===== config.mk =====
export PLATFORM = sky130hd
export DESIGN_NAME = color_grid_ctrl
export DESIGN_NICKNAME = d
export VERILOG_FILES = /design/src/rtl/color_grid_ctrl_pkg.sv /design/src/rtl/color_grid_ctrl_btn_debounce.sv /design/src/rtl/color_grid_ctrl.sv
export SDC_FILE = /design/constraint.sdc
export NUM_CORES = 1
export LEC_CHECK = 0
export CELL_PAD_IN_SITES_DETAIL_PLACEMENT = 0
export CELL_PAD_IN_SITES_GLOBAL_PLACEMENT = 2
export CORE_MARGIN = 2
export CORE_UTILIZATION = 25
export DETAILED_ROUTE_END_ITERATION = 12
export GPL_TIMING_DRIVEN = 0
export PLACE_DENSITY_LB_ADDON = 0.1
export SETUP_SLACK_MARGIN = 0.2
export SYNTH_ARGS = -nofsm -noshare
export SYNTH_HDL_FRONTEND = slang
export SYNTH_SLANG_ARGS = --single-unit

===== constraint.sdc =====
create_clock -name clk -period 2.9 [get_ports clk]
set_input_delay 0.435 -clock clk [delete_from_list [all_inputs] [get_ports clk]]
set_output_delay 0.435 -clock clk [all_outputs]
set_load 0.1 [all_outputs]

===== src/rtl/color_grid_ctrl_pkg.sv =====
// Shared definitions for the 4x4 colour grid controller: colour codes, FSM states, grid geometry.
package color_grid_ctrl_pkg;

   localparam logic [2:0] BLACK = 3'b000;
   localparam logic [2:0] RED   = 3'b100;
   localparam logic [2:0] GREEN = 3'b010;
   localparam logic [2:0] BLUE  = 3'b001;
   localparam logic [2:0] WHITE = 3'b111;

   localparam int GRID_DIM = 4;
   localparam int CELLS    = GRID_DIM * GRID_DIM;

   typedef enum logic {
      ST_CLEAR = 1'b0,
      ST_IDLE  = 1'b1
   } state_t;

   // Cells are stored column-major from the bottom-right, so (0,0) lands on index 15.
   function automatic logic [3:0] cell_index(input logic [1:0] col, input logic [1:0] row);
      cell_index = 4'd15 - {col, 2'b00} - {2'b00, row};
   endfunction

   function automatic logic [1:0] step_sat(input logic [1:0] v, input logic dec, input logic inc);
      if (dec && !inc && (v != 2'd0)) begin
         step_sat = v - 2'd1;
      end else if (inc && !dec && (v != 2'd3)) begin
         step_sat = v + 2'd1;
      end else begin
         step_sat = v;
      end
   endfunction

endpackage


===== src/rtl/color_grid_ctrl_btn_debounce.sv =====
// Button conditioner: 2-flop synchronizer, counting debouncer and rising-edge pulse.
module btn_debounce #(
   parameter int DEBOUNCE_CYCLES = 500000
) (
   input  logic clk,
   input  logic rst,
   input  logic btn,
   output logic pulse
);

   localparam int CNT_W = $clog2(DEBOUNCE_CYCLES + 1);

   logic             sync1_r;
   logic             sync2_r;
   logic             level_r;
   logic             pulse_r;
   logic [CNT_W-1:0] cnt_r;

   // Count consecutive samples that disagree with the accepted level; any agreeing sample restarts the count.
   always_ff @(posedge clk) begin
      if (rst) begin
         sync1_r <= 1'b0;
         sync2_r <= 1'b0;
         level_r <= 1'b0;
         pulse_r <= 1'b0;
         cnt_r   <= '0;
      end else begin
         sync1_r <= btn;
         sync2_r <= sync1_r;
         pulse_r <= 1'b0;
         if (sync2_r == level_r) begin
            cnt_r <= '0;
         end else if (cnt_r == CNT_W'(DEBOUNCE_CYCLES - 1)) begin
            level_r <= sync2_r;
            pulse_r <= sync2_r;
            cnt_r   <= '0;
         end else begin
            cnt_r <= cnt_r + CNT_W'(1);
         end
      end
   end

   assign pulse = pulse_r;

endmodule


===== src/rtl/color_grid_ctrl.sv =====
// 4x4 colour grid editor: debounced buttons move a cursor, cycle cell colours and clear the grid.
// Optional cursor blink is enabled by defining CURSOR_BLINK_EN.
module color_grid_ctrl
   import color_grid_ctrl_pkg::*;
#(
   parameter int DEBOUNCE_CYCLES = 500000,
   parameter int BLINK_HALF      = 12500000
) (
   input  logic       clk,
   input  logic       rst,
   input  logic       btn_up,
   input  logic       btn_down,
   input  logic       btn_left,
   input  logic       btn_right,
   input  logic       btn_sel,
   input  logic       btn_clr,
   input  logic [3:0] posicion,
   output logic [2:0] dirColor,
   output logic       busy
);

   logic       up_s, down_s, left_s, right_s, sel_s, clr_s;
   state_t     state_r, state_nxt_s;
   logic [3:0] clr_cnt_r, clr_cnt_nxt_s;
   logic [1:0] col_r, row_r, col_nxt_s, row_nxt_s;
   logic [3:0] cursor_idx_s;
   logic       we_s;
   logic [3:0] waddr_s;
   logic [2:0] wdata_s;
   logic [2:0] cell_r [CELLS];

   btn_debounce #(.DEBOUNCE_CYCLES(DEBOUNCE_CYCLES)) u_db_up    (.clk(clk), .rst(rst), .btn(btn_up),    .pulse(up_s));
   btn_debounce #(.DEBOUNCE_CYCLES(DEBOUNCE_CYCLES)) u_db_down  (.clk(clk), .rst(rst), .btn(btn_down),  .pulse(down_s));
   btn_debounce #(.DEBOUNCE_CYCLES(DEBOUNCE_CYCLES)) u_db_left  (.clk(clk), .rst(rst), .btn(btn_left),  .pulse(left_s));
   btn_debounce #(.DEBOUNCE_CYCLES(DEBOUNCE_CYCLES)) u_db_right (.clk(clk), .rst(rst), .btn(btn_right), .pulse(right_s));
   btn_debounce #(.DEBOUNCE_CYCLES(DEBOUNCE_CYCLES)) u_db_sel   (.clk(clk), .rst(rst), .btn(btn_sel),   .pulse(sel_s));
   btn_debounce #(.DEBOUNCE_CYCLES(DEBOUNCE_CYCLES)) u_db_clr   (.clk(clk), .rst(rst), .btn(btn_clr),   .pulse(clr_s));

   assign cursor_idx_s = cell_index(col_r, row_r);
   assign busy         = (state_r == ST_CLEAR);

   // Next state, cursor update and store write port; pulses arriving during CLEAR are simply dropped.
   always_comb begin
      state_nxt_s   = state_r;
      clr_cnt_nxt_s = clr_cnt_r;
      col_nxt_s     = col_r;
      row_nxt_s     = row_r;
      we_s          = 1'b0;
      waddr_s       = cursor_idx_s;
      wdata_s       = cell_r[cursor_idx_s] + 3'd1;
      case (state_r)
         ST_CLEAR: begin
            we_s          = 1'b1;
            waddr_s       = clr_cnt_r;
            wdata_s       = BLACK;
            clr_cnt_nxt_s = clr_cnt_r + 4'd1;
            if (clr_cnt_r == 4'd15) begin
               state_nxt_s = ST_IDLE;
            end else begin
               state_nxt_s = ST_CLEAR;
            end
         end
         ST_IDLE: begin
            if (clr_s) begin
               state_nxt_s   = ST_CLEAR;
               clr_cnt_nxt_s = 4'd0;
            end else if (sel_s) begin
               we_s = 1'b1;
            end else begin
               row_nxt_s = step_sat(row_r, up_s, down_s);
               col_nxt_s = step_sat(col_r, left_s, right_s);
            end
         end
         default: begin
            state_nxt_s   = ST_CLEAR;
            clr_cnt_nxt_s = 4'd0;
         end
      endcase
   end

   // Control state register.
   always_ff @(posedge clk) begin
      if (rst) begin
         state_r   <= ST_CLEAR;
         clr_cnt_r <= 4'd0;
         col_r     <= 2'd0;
         row_r     <= 2'd0;
      end else begin
         state_r   <= state_nxt_s;
         clr_cnt_r <= clr_cnt_nxt_s;
         col_r     <= col_nxt_s;
         row_r     <= row_nxt_s;
      end
   end

   // Cell store; not reset, it is initialised by the CLEAR sweep instead.
   always_ff @(posedge clk) begin
      if (we_s && !rst) begin
         cell_r[waddr_s] <= wdata_s;
      end
   end

`ifdef CURSOR_BLINK_EN
   localparam int BLINK_W = $clog2(BLINK_HALF + 1);

   logic [BLINK_W-1:0] blink_cnt_r;
   logic               blink_phase_r;
   logic [2:0]         rd_s;

   // Free-running blink timebase.
   always_ff @(posedge clk) begin
      if (rst) begin
         blink_cnt_r   <= '0;
         blink_phase_r <= 1'b0;
      end else if (blink_cnt_r == BLINK_W'(BLINK_HALF - 1)) begin
         blink_cnt_r   <= '0;
         blink_phase_r <= ~blink_phase_r;
      end else begin
         blink_cnt_r <= blink_cnt_r + BLINK_W'(1);
      end
   end

   // Zero-latency read port with cursor inversion during the blink phase.
   always_comb begin
      rd_s = cell_r[posicion];
      if (blink_phase_r && (posicion == cursor_idx_s)) begin
         dirColor = ~rd_s;
      end else begin
         dirColor = rd_s;
      end
   end
`else
   assign dirColor = cell_r[posicion];
`endif

endmodule


==> impl_metrics.json <==
{
  "status": "finished, final reports clean",
  "ys_async_sr_fraction_pct": 0,
  "cp_num_buf_inv": 3,
  "cp_slowest_cell": "mux4_2",
  "wl_per_cell_um": 15.3,
  "final_cell_mix": "146 x dfxtp_1, 118 x nor2_1, 53 x xnor2_1, 48 x edfxtp_1, 47 x nand3_1",
  "grt_pass1_vias": 6348,
  "cts_tree": "yes",
  "totalWireLength_um": 21100,
  "dp_cells": 1347,
  "ys_seq_area_share_pct": 49.4,
  "ir_drop_mv": 0.396,
  "critPathKind": "reg2reg",
  "critPathCaptureType": "flip-flop",
  "fmax_ghz": 0.386,
  "rows": 68,
  "netlist_instances": 876,
  "fin_crit_ns": 2.59,
  "worst_ep_arrival_time_ns": 2.79,
  "regArea_mm2": 0.00439,
  "n_antenna_cell": 0,
  "multi_input_comb_area_mm2": 0.00429,
  "drive_gt1_share_pct": 12.0,
  "hpwl_um": 14900,
  "ys.flop_type": "dfxtp_1",
  "max-cap-violations": 0,
  "synth_cell_types": 60,
  "start_util_pct": 25.5,
  "rr_worst_depth": 9,
  "synthSimpleGateAreaFrac_pct": 24.6,
  "routed-via-count": 6395,
  "cts.sink_count": 195,
  "drtAntennaViolNets": 0,
  "tns_ns": 0,
  "synth_edf_count": 48,
  "synth_top_family_by_area": "simple AND/OR/NAND/NOR gates",
  "ctsRootBufferMaster": "clkbuf_16",
  "die_area_mm2": 0.0370,
  "viasPerCell": 4.63,
  "crit_path_max_fanout": 16,
  "place_ws_ns": -1.04,
  "gp_congestion": 0.716,
  "final_cells": 1380,
  "h-tree-depth": 4,
  "portBuffers": 15,
  "critical_path.top_delay_family": "multiplexers",
  "die_width_um": 192,
  "finalMaxSlewViolations": 0,
  "fin_ws_ns": 0.310,
  "p_leak_nw": 3.05,
  "fp.dieH_um": 192,
  "grt_max_degree": 18,
  "min_path_cells": 1,
  "fill_cells": 3650,
  "clk_latency_ns": 0.45,
  "synth_xor_area_share_pct": 7.80,
  "slowest_delay_ns": 0.52,
  "firstDrtPassIters": 4,
  "hold_viol_final": 0,
  "start_kind": "flip-flop",
  "fin_nets": 932,
  "tightest_slew_ns": 0.769,
  "synth_nets": 896,
  "post_synth.cell_area_avg_um2": 10.1,
  "place_area_mm2": 0.00960,
  "netlist_area_mm2": 0.00887,
  "path_cells": "buf_8 > buf_6 > mux4_2 > mux2i_2 > a21oi_1 > ha_1 > xnor2_2 > nor2_4 > buf_12",
  "overflow": 0,
  "cts_buffers": 17,
  "drc": 0,
  "crit_cells": 9,
  "skew_ns": 0.0145,
  "coreArea_mm2": 0.0347,
  "required_ns": 3.10,
  "finalSetupViolations": 0,
  "hold_path.class": "reg2reg",
  "p_per_area_mw_per_mm2": 524,
  "ys_warn_count": 0,
  "postSynthRegisterBits": 195,
  "drt_iter0_drc": 297,
  "rsz0062_at_grt": "false",
  "fin_util_pct": 29.5,
  "grt.total_usage_pct": 12.2,
  "synth_compound_area_share_pct": 7.00,
  "syn_to_final_growth_pct": 15.7,
  "final_area_mm2": 0.0103,
  "synth_mux_area_share_pct": 7.60,
  "cts_buffer_depth": 2,
  "antenna_found_initial": 0,
  "grt_pass1_wl_um": 34900,
  "final_common_cell": "dfxtp_1",
  "clk_pin_slew_worst_paths_ns": 0.07,
  "io_pins": 16,
  "slew_headroom_pct": 48.4,
  "synth_fa_ha_area_share_pct": 1.13,
  "period_share_pct": 89.3
}
worst reg2reg max path, delay by kind of cell (launching register included):
family	cells	cell delay, ns
fa+ha+maj	1	0.25
compound gates	1	0.11
buf+inv	3	0.52
xor+xnor	1	0.23
simple gates	1	0.07
flops	1	0.39
mux	2	0.77
final cells by class:
type	instances	share of cell area (%)
flip-flops and latches	195	42.8
well taps	455	5.55
multi-input cells	628	41.9
repair buffers	17	1.70
plain buffers	28	1.65
clock inverters	10	0.939
inverters	25	0.915
clock buffers	22	4.64
registers in the layout (all words and copies together), names as in the netlist, 4 cells and up:
| register | count |
|---|---|
| u_db_down.cnt_r | 19 |
| u_db_right.cnt_r | 19 |
| cell_r | 48 |
| u_db_up.cnt_r | 19 |
| u_db_left.cnt_r | 19 |
| u_db_clr.cnt_r | 19 |
| clr_cnt_r | 4 |
| u_db_sel.cnt_r | 19 |
kinds of logic (layout without fill, tap and decap cells):
family | after synthesis | in the layout
flops | 195 | 195
fa+ha+maj | 8 | 8
xor+xnor | 79 | 79
simple gates | 404 | 404
mux | 31 | 31
compound gates | 106 | 106
buf+inv | 53 | 102
cell usage after synthesis (all sizes together), types with 2 or more instances:
cell	number	area, µm²
ha	8	100
a311oi	2	17.5
or3	20	125
a21oi	44	220
clkbuf	18	68.8
dfxtp	147	2940
a31oi	6	37.5
nor2	119	447
nand2	46	173
nand4b	3	26.3
and3	13	82.6
buf	10	56.3
nand4bb	2	22.5
or4	18	144
nor4	22	144
or4b	2	20.0
nor3b	6	45.0
a31o	2	17.5
nand4	29	188
nor2b	14	87.6
o21ai	29	149
nor4b	11	96.3
o31ai	13	97.6
xnor2	54	473
or2	8	50.1
a21o	3	22.5
nand2b	8	50.1
mux4	29	653
inv	25	93.8
nand3b	2	15.0
xor2	25	219
nand3	49	255
and2	7	43.8
or3b	2	17.5
nor3	16	80.1
and4	5	43.8
edfxtp	48	1440
layer usage:
layer  share of wire [%]  global-route usage [%]
met2                  47                    20.0
met5                   0                       0
met4                 1.2                    4.05
met1                  50                    16.0
met3                 1.8                    2.25
per-stage QoR:
stage	hold slack, ns	power (mW)
after global placement	0.419	3.08
after CTS	0.438	5.48
final	0.438	5.37
after floorplan	0.414	3.00
after global routing	0.461	5.61
after detailed placement	0.420	3.08
what timing repair did:
action	4_1_cts	5_1_grt
endpoints found under the setup margin	36	35
setup buffers	1	0
resized for setup	40	11
gates cloned	0	0
hold buffers	0	0
pin swaps	1	0
report_power, final:
group,leakage (nW),internal [mW],switching [mW],total [mW]
registers,1.70,2.79,0.0171,2.81
logic,1.07,0.0870,0.119,0.206
clock network,0.277,1.27,1.09,2.36
path summary, 6_finish.rpt:
kind / start / end / slack [ns]
setup / recovery: row_r[0]$_SDFFE_PP0P_ / cell_r[1][2]$_DFFE_PP_ / 0.31
hold / removal: u_db_left.sync1_r$_SDFF_PP0_ / u_db_left.sync2_r$_SDFF_PP0_ / 0.44
setup reg to reg: row_r[0]$_SDFFE_PP0P_ / cell_r[1][2]$_DFFE_PP_ / 0.31
hold reg to reg: u_db_left.sync1_r$_SDFF_PP0_ / u_db_left.sync2_r$_SDFF_PP0_ / 0.44
Power figures use the tool's default switching activity.
